## src/rtl/str2num_accum_datapath_if.sv

```systemverilog
// Bundle of data and control signals between the str2num controller and its
// accumulating datapath.
interface str2num_accum_datapath_if;
  logic [31:0] digit;
  logic [31:0] coef;
  logic        Init;
  logic        Ld;
  logic [31:0] num;
  logic [31:0] Mult;
  logic [31:0] Add;

  modport master (
    output digit, coef, Init, Ld,
    input  num, Mult, Add
  );

  modport slave (
    input  digit, coef, Init, Ld,
    output num, Mult, Add
  );
endinterface

```

## src/rtl/str2num_accum_datapath.sv

```systemverilog
// Accumulating datapath for str2num: num <= num*coef + digit (low 32 bits),
// built from a combinational multiplier, an adder and an initialisable register.

module multiplier_32b (
  input  logic [31:0] a,
  input  logic [31:0] b,
  output logic [31:0] p
);
  logic [31:0] acc;

  // Shift-add array; only the partial products that land in the low 32 bits matter.
  always_comb begin
    acc = 32'd0;
    for (int i = 0; i < 32; i++) begin
      if (b[i]) acc = acc + (a << i);
    end
    p = acc;
  end
endmodule

module adder_32b (
  input  logic [31:0] a,
  input  logic [31:0] b,
  output logic [31:0] s
);
  assign s = a + b;
endmodule

module register_32b_init (
  input  logic        clk,
  input  logic        rst,
  input  logic        init,
  input  logic        ld,
  input  logic [31:0] d,
  output logic [31:0] q
);
  logic [31:0] val_q;
  logic [31:0] val_d;

  // Init wins over Ld; otherwise hold.
  always_comb begin
    val_d = val_q;
    if (init)    val_d = 32'd0;
    else if (ld) val_d = d;
  end

  always_ff @(posedge clk or posedge rst) begin
    if (rst) val_q <= 32'd0;
    else     val_q <= val_d;
  end

  assign q = val_q;
endmodule

module str2num_accum_datapath (
  input  logic                      Clk,
  input  logic                      Rst,
  str2num_accum_datapath_if.slave   dp
);
  logic [31:0] num_w;
  logic [31:0] mult_w;
  logic [31:0] add_w;

  multiplier_32b u_mult (
    .a (num_w),
    .b (dp.coef),
    .p (mult_w)
  );

  adder_32b u_add (
    .a (dp.digit),
    .b (mult_w),
    .s (add_w)
  );

  register_32b_init u_reg (
    .clk  (Clk),
    .rst  (Rst),
    .init (dp.Init),
    .ld   (dp.Ld),
    .d    (add_w),
    .q    (num_w)
  );

  assign dp.num  = num_w;
  assign dp.Mult = mult_w;
  assign dp.Add  = add_w;
endmodule

```

## src/flat_wrapper.sv

```systemverilog
// flat-port wrapper written by rule: the top's interface ports become plain ports
module str2num_accum_datapath_flat 
  (Clk, Rst, dp_digit, dp_coef, dp_Init, dp_Ld, dp_num, dp_Mult, dp_Add);
  str2num_accum_datapath_if dp_i ();
  input  logic Clk;
  input  logic Rst;
  input wire logic [$bits(dp_i.digit)-1:0] dp_digit;
  input wire logic [$bits(dp_i.coef)-1:0] dp_coef;
  input wire logic [$bits(dp_i.Init)-1:0] dp_Init;
  input wire logic [$bits(dp_i.Ld)-1:0] dp_Ld;
  output wire logic [$bits(dp_i.num)-1:0] dp_num;
  output wire logic [$bits(dp_i.Mult)-1:0] dp_Mult;
  output wire logic [$bits(dp_i.Add)-1:0] dp_Add;
  assign dp_i.digit = dp_digit;
  assign dp_i.coef = dp_coef;
  assign dp_i.Init = dp_Init;
  assign dp_i.Ld = dp_Ld;
  assign dp_num = dp_i.num;
  assign dp_Mult = dp_i.Mult;
  assign dp_Add = dp_i.Add;
  str2num_accum_datapath u_core (.Clk(Clk), .Rst(Rst), .dp(dp_i));
endmodule
```

## config.mk

```make
export PLATFORM = sky130hd
export DESIGN_NAME = str2num_accum_datapath_flat
export DESIGN_NICKNAME = d
export VERILOG_FILES = /design/src/rtl/str2num_accum_datapath_if.sv /design/src/rtl/str2num_accum_datapath.sv /design/src/flat_wrapper.sv
export SDC_FILE = /design/constraint.sdc
export NUM_CORES = 1
export LEC_CHECK = 0
export ABC_AREA = 1
export BUFFER_PORTS_ARGS = -buffer_cell sky130_fd_sc_hd__buf_2
export CELL_PAD_IN_SITES_DETAIL_PLACEMENT = 1
export CELL_PAD_IN_SITES_GLOBAL_PLACEMENT = 1
export CORE_ASPECT_RATIO = 0.9
export CORE_MARGIN = 1.5
export CORE_UTILIZATION = 49
export CTS_CLUSTER_SIZE = 10
export DETAILED_ROUTE_END_ITERATION = 7
export GPL_TIMING_DRIVEN = 1
export PLACE_DENSITY = 0.91
export SYNTH_ARGS = -nofsm -noshare
export SYNTH_HDL_FRONTEND = slang
export SYNTH_SLANG_ARGS = --single-unit
```

## constraint.sdc

```tcl
create_clock -name Clk -period 60.2 [get_ports Clk]
set_clock_uncertainty 0.2 [all_clocks]
set_input_delay 9.03 -clock Clk [delete_from_list [all_inputs] [get_ports Clk]]
set_output_delay 9.03 -clock Clk [all_outputs]
set_load 0.1 [all_outputs]
```

# Word-level counts from Yosys, hierarchy flattened
# Index checks and enable logic that the tools add are counted.
dict set report word_totals {
  ff_bits 32
  input_bits 68
  elab_cells 68
}
dict set report classes {
  n_addsub 32
  muxes 34
  n_reduce_logical 1
}
# cell count
set op_table {}
lappend op_table {{$mux W32} 34}
lappend op_table {{$add A32 B32 Y32} 32}
lappend op_table {{$reduce_bool A2 Y1} 1}

# Logic depth before layout (Yosys ltp)
dict set report logic_depth {
  word_depth 66
  ltp_mapped 216
}

# Hierarchy
# Synthesis repeated with hierarchy kept, for this count alone.
dict set report unflattened {
  cells_unflattened 5436
  hier_area_um2 31119.8
}
# mod n_inst cells_per_inst area_per_inst_um2 seq_area_each_um2
set by_module_without_submodules {}
lappend by_module_without_submodules {multiplier_32b 1 4801 27411.3 0.0}
lappend by_module_without_submodules {adder_32b 1 494 2384.8 0.0}
lappend by_module_without_submodules {register_32b_init 1 141 1323.8 800.8}

# Worst setup path before layout
# No wires, ideal clock.
dict set report synth_timing {
  kind {input port to output port}
  startpoint {input dp_coef[0]}
  endpoint {output dp_Add[31]}
  arrival_time_ns 39.676
  t_required_ns 50.970
  setup_slack_ns 11.294
  path_stages 189
  path_cell_list {buf_6 > buf_6 > clkbuf_1 > clkbuf_1 > nand2_1 > inv_1 > ha_1 > inv_1 > nor2_1 > nor2_1 > o21ai_1 > a31o_2 > a211oi_1 > nor2_1 > xnor2_1 > o21ai_0 > ha_1 > a21oi_1 > [... 153 more ...] > ha_1 > inv_1 > or2_2 > nand3_1 > nand2_1 > fa_1 > or2_2 > and2_1 > ha_1 > a21oi_1 > o21ai_0 > xnor2_1 > xor2_1 > xnor2_1 > xor2_1 > xor2_1 > xor2_1 > inv_1}
}
dict set report synth_via {
  elab_chain_cells 64
}
# item line
set synth_rtl {}
lappend synth_rtl {{start: declaration} flat_wrapper.sv:8} ;# input wire logic [$bits(dp_i.coef)-1:0] dp_coef;
lappend synth_rtl {{$mux W32 (*)} str2num_accum_datapath.sv:15} ;# if (b[i]) acc = acc + (a << i);
lappend synth_rtl {{$add A32 B32 Y32} str2num_accum_datapath.sv:15}
lappend synth_rtl {{$mux W32 (*)} str2num_accum_datapath.sv:15}
lappend synth_rtl {{$add A32 B32 Y32} str2num_accum_datapath.sv:15}
lappend synth_rtl {{$mux W32 (*)} str2num_accum_datapath.sv:15}
lappend synth_rtl {{$add A32 B32 Y32} str2num_accum_datapath.sv:15}
lappend synth_rtl {{$mux W32 (*)} str2num_accum_datapath.sv:15}
lappend synth_rtl {{$add A32 B32 Y32} str2num_accum_datapath.sv:15}
lappend synth_rtl {{[... 49 more ...]} -}
lappend synth_rtl {{$add A32 B32 Y32} str2num_accum_datapath.sv:15}
lappend synth_rtl {{$mux W32 (*)} str2num_accum_datapath.sv:15}
lappend synth_rtl {{$add A32 B32 Y32} str2num_accum_datapath.sv:15}
lappend synth_rtl {{$mux W32 (*)} str2num_accum_datapath.sv:15}
lappend synth_rtl {{$add A32 B32 Y32} str2num_accum_datapath.sv:15}
lappend synth_rtl {{$mux W32 (*)} str2num_accum_datapath.sv:15}
lappend synth_rtl {{via dp_Mult[31]} flat_wrapper.sv:12} ;# output wire logic [$bits(dp_i.Mult)-1:0] dp_Mult;
lappend synth_rtl {{$add A32 B32 Y32 (*)} str2num_accum_datapath.sv:26} ;# assign s = a + b;
lappend synth_rtl {{end: declaration} flat_wrapper.sv:13} ;# output wire logic [$bits(dp_i.Add)-1:0] dp_Add;
# The timed path passes the listed nets; every way through them passes the cells marked *.

# Worst setup path after layout
dict set report layout_timing {
  startpoint {input dp_coef[0]}
  endpoint {output dp_Add[31]}
}
dict set report layout_via {
  elab_chain_cells 64
}
# item line
set layout_rtl {}
lappend layout_rtl {{$mux W32 (*)} str2num_accum_datapath.sv:15}
lappend layout_rtl {{$add A32 B32 Y32} str2num_accum_datapath.sv:15}
lappend layout_rtl {{$mux W32 (*)} str2num_accum_datapath.sv:15}
lappend layout_rtl {{$add A32 B32 Y32} str2num_accum_datapath.sv:15}
lappend layout_rtl {{$mux W32 (*)} str2num_accum_datapath.sv:15}
lappend layout_rtl {{$add A32 B32 Y32} str2num_accum_datapath.sv:15}
lappend layout_rtl {{$mux W32 (*)} str2num_accum_datapath.sv:15}
lappend layout_rtl {{$add A32 B32 Y32} str2num_accum_datapath.sv:15}
lappend layout_rtl {{[... 48 more ...]} -}
lappend layout_rtl {{$mux W32 (*)} str2num_accum_datapath.sv:15}
lappend layout_rtl {{$add A32 B32 Y32} str2num_accum_datapath.sv:15}
lappend layout_rtl {{$mux W32 (*)} str2num_accum_datapath.sv:15}
lappend layout_rtl {{$add A32 B32 Y32} str2num_accum_datapath.sv:15}
lappend layout_rtl {{$mux W32 (*)} str2num_accum_datapath.sv:15}
lappend layout_rtl {{$add A32 B32 Y32} str2num_accum_datapath.sv:15}
lappend layout_rtl {{$mux W32 (*)} str2num_accum_datapath.sv:15}
lappend layout_rtl {{$add A32 B32 Y32 (*)} str2num_accum_datapath.sv:26}
# Mark *: on every way between the ends. The rest lies on a longest branch, timed or not.

==> run metrics <==
status complete, but fails checks; failing checks DRC; Layout area overhead 5.32%; Die X 261 um; worst skew pair latency 300 ps; TritonCTS clock tree yes; crit path DAT 43,250 ps; post-cts gate resize count 0; final instance area 31,000 um2; 1st-iter DRT viols 2,521; post-detail-place hpwl 96.8 mm; FF+latch count, synth 32; global route total overflow 0; Cells after Synth 4,984; FF-to-FF path depth 196; max reg flops 32; Worst-path clk slew 60 ps; fin. max-slew vios 0; Synth Flop Type dfrtp_1; startpoint types primary input; Die ar. 61,600 um2; post-layout util 52.0%; clk buf depth 2; flop2flop setup slack 25,580 ps; syn avg cell area 5.91 um2; crit path max fanout 35; post-synthesis async set-or-reset flop share 100%; Hold Crit Class reg2reg; crit-path most repeated cell inv_1; clock sink total 32; Std-Cell Rows 85; most common cell after layout, fill and taps aside nand2_1; routability cong. 1.00; final setup violation count 0; RSZ-0062 raised after global routing no; Fmax 0.0191 GHz; CORE AREA 59,700 um2; Ports 164; Initial Utilization 49.4%; most frequent cells in the layout nand2_1, inv_1, ha_1; Crit Reg-Reg Startpoint u_core.u_reg.q[4]$_DFFE_PP0P_; WL per Instance 20.3 um; hold path depth 2; Post-synth EDFFs 0; CP endpoint kind output pin; Netlist cell types 56; # hold bufs at CTS 0; Hold Path End u_core.u_reg.q[30]$_DFFE_PP0P_; Reg-to-Reg End u_core.u_reg.q[31]$_DFFE_PP0P_; min Tclk post-route 52,480 ps; largest net degree at the start of global routing 50; Final period util 87.2%; Pre-Repair DR Iteration Count 7; Final Hold Viols 0; cell area after synthesis 29,500 um2; max_cap viols 0; slowest stage delay, CP 590 ps; Rel. slew slack 23.6%; Die Ht 236 um; Total Routing Usage GR 38.0%; antenna violations before repair 10; Residual DRC 12; Critical Path Source dp_coef[0]; via count 34,964; setup tns final 0 ps; sequential share of the synthesized area 2.72%; Worst Setup Path Type in2out; postcts setup bufs 0; slowest CP cell buf_2; first-pass GRT wire length 186 mm; share of post-route cells with drive strength above 1 9.51%; syn nets 5,577; post-layout net count 5,690; number of global-route vias before repair 35,526; Worst EP required 50,970 ps; CTS buffer count 5; Hold Path Origin u_core.u_reg.q[30]$_DFFE_PP0P_; Antenna Nets Post-Route 0; I/O Buffers 163; vias per cell 5.94; actual slew at the worst max-slew pin 1150 ps; final WL 120 mm; Root Buffer clkbuf_16; YS warnings 0; H-tree depth 2; dpl cell area 30,800 um2
-- synth_stat cells, drive strengths merged, types with 2 or more instances --
| cell | count | area (um2) |
|---|---|---|
| a211oi | 16 | 120 |
| xor2 | 194 | 1710 |
| o22ai | 2 | 12.5 |
| or2 | 61 | 382 |
| a31oi | 26 | 169 |
| dfrtp | 32 | 801 |
| ha | 495 | 6190 |
| nand4 | 15 | 93.8 |
| inv | 620 | 2330 |
| nor3 | 37 | 185 |
| clkbuf | 30 | 213 |
| a21o | 18 | 135 |
| nor4 | 16 | 100 |
| o21a | 15 | 113 |
| nor2 | 392 | 1490 |
| a31o | 2 | 17.5 |
| a221oi | 3 | 26.3 |
| o221ai | 8 | 70.1 |
| o21bai | 50 | 387 |
| nand3 | 436 | 2300 |
| nand3b | 13 | 97.6 |
| and2 | 62 | 388 |
| nand2 | 1333 | 5140 |
| o31ai | 21 | 168 |
| o211ai | 5 | 37.5 |
| dlygate4sd3 | 2 | 20.0 |
| a21boi | 15 | 113 |
| fa | 30 | 601 |
| xnor2 | 98 | 858 |
| o21ai | 450 | 2530 |
| clkinv | 5 | 18.8 |
| a21oi | 413 | 2120 |
| buf | 66 | 487 |
-- cell families (layout without fill, tap and decap cells) --
family	Yosys count	in the layout	synth area share, %
AND/OR/NAND/NOR	2365	2365	34.5
AO/OA/AOI/OAI	1047	1047	20.5
buffers and inverters	723	837	10.4
adder cells (fa/ha/maj)	525	525	23.1
XOR/XNOR	292	292	8.71
flip-flops	32	32	2.72
other	0	3	0
-- how the worst max path moves through the flow --
stage                 endpoint  depth (start not counted)
floorplan           dp_Add[31]                        189
global placement    dp_Add[31]                        188
detailed placement  dp_Add[31]                        203
CTS                 dp_Add[31]                        203
global route        dp_Add[31]                        198
finish              dp_Add[31]                        200
-- layer usage --
metal	vias up	part of all wire, %	GRT usage (%)
met5	-	0.067	0
met4	12	6.3	20.9
met2	1078	46	63.7
met1	16671	42	46.7
met3	384	6.4	4.74
li1	16819	-	-
-- critical path: cells and delay by family --
family                   cells  cell delay [ps]
XOR/XNOR                    15             2600
buffers and inverters       36             3380
AND/OR/NAND/NOR             72             7780
adder cells (fa/ha/maj)     31             9930
AO/OA/AOI/OAI               46            10450
-- per-stage QoR --
step / setup slack, ps / instances / hold WS, ps
2_1_floorplan: 11290 / 4984 / 792
6_report: 7720 / 5884 / 510
3_3_place_gp: 9710 / 5873 / 481
3_5_place_dp: 8190 / 5873 / 488
4_1_cts: 8120 / 5881 / 501
5_1_grt: 4790 / 5882 / 570
-- final cells by class --
| cell class | instances | area [um2] |
|---|---|---|
| Inverter | 625 | 2350 |
| Fill cell | 8736 | 28600 |
| Sequential cell | 32 | 810 |
| Clock inverter | 3 | 42.5 |
| Multi-Input combinational cell | 4229 | 25600 |
| Clock buffer | 5 | 125 |
| Antenna cell | 3 | 7.51 |
| Tap cell | 783 | 980 |
| Timing Repair Buffer | 204 | 1120 |
Power is left out: the tool's default activity adds up to more than one toggle a clock period on the data nets, which glitch-free logic cannot reach.
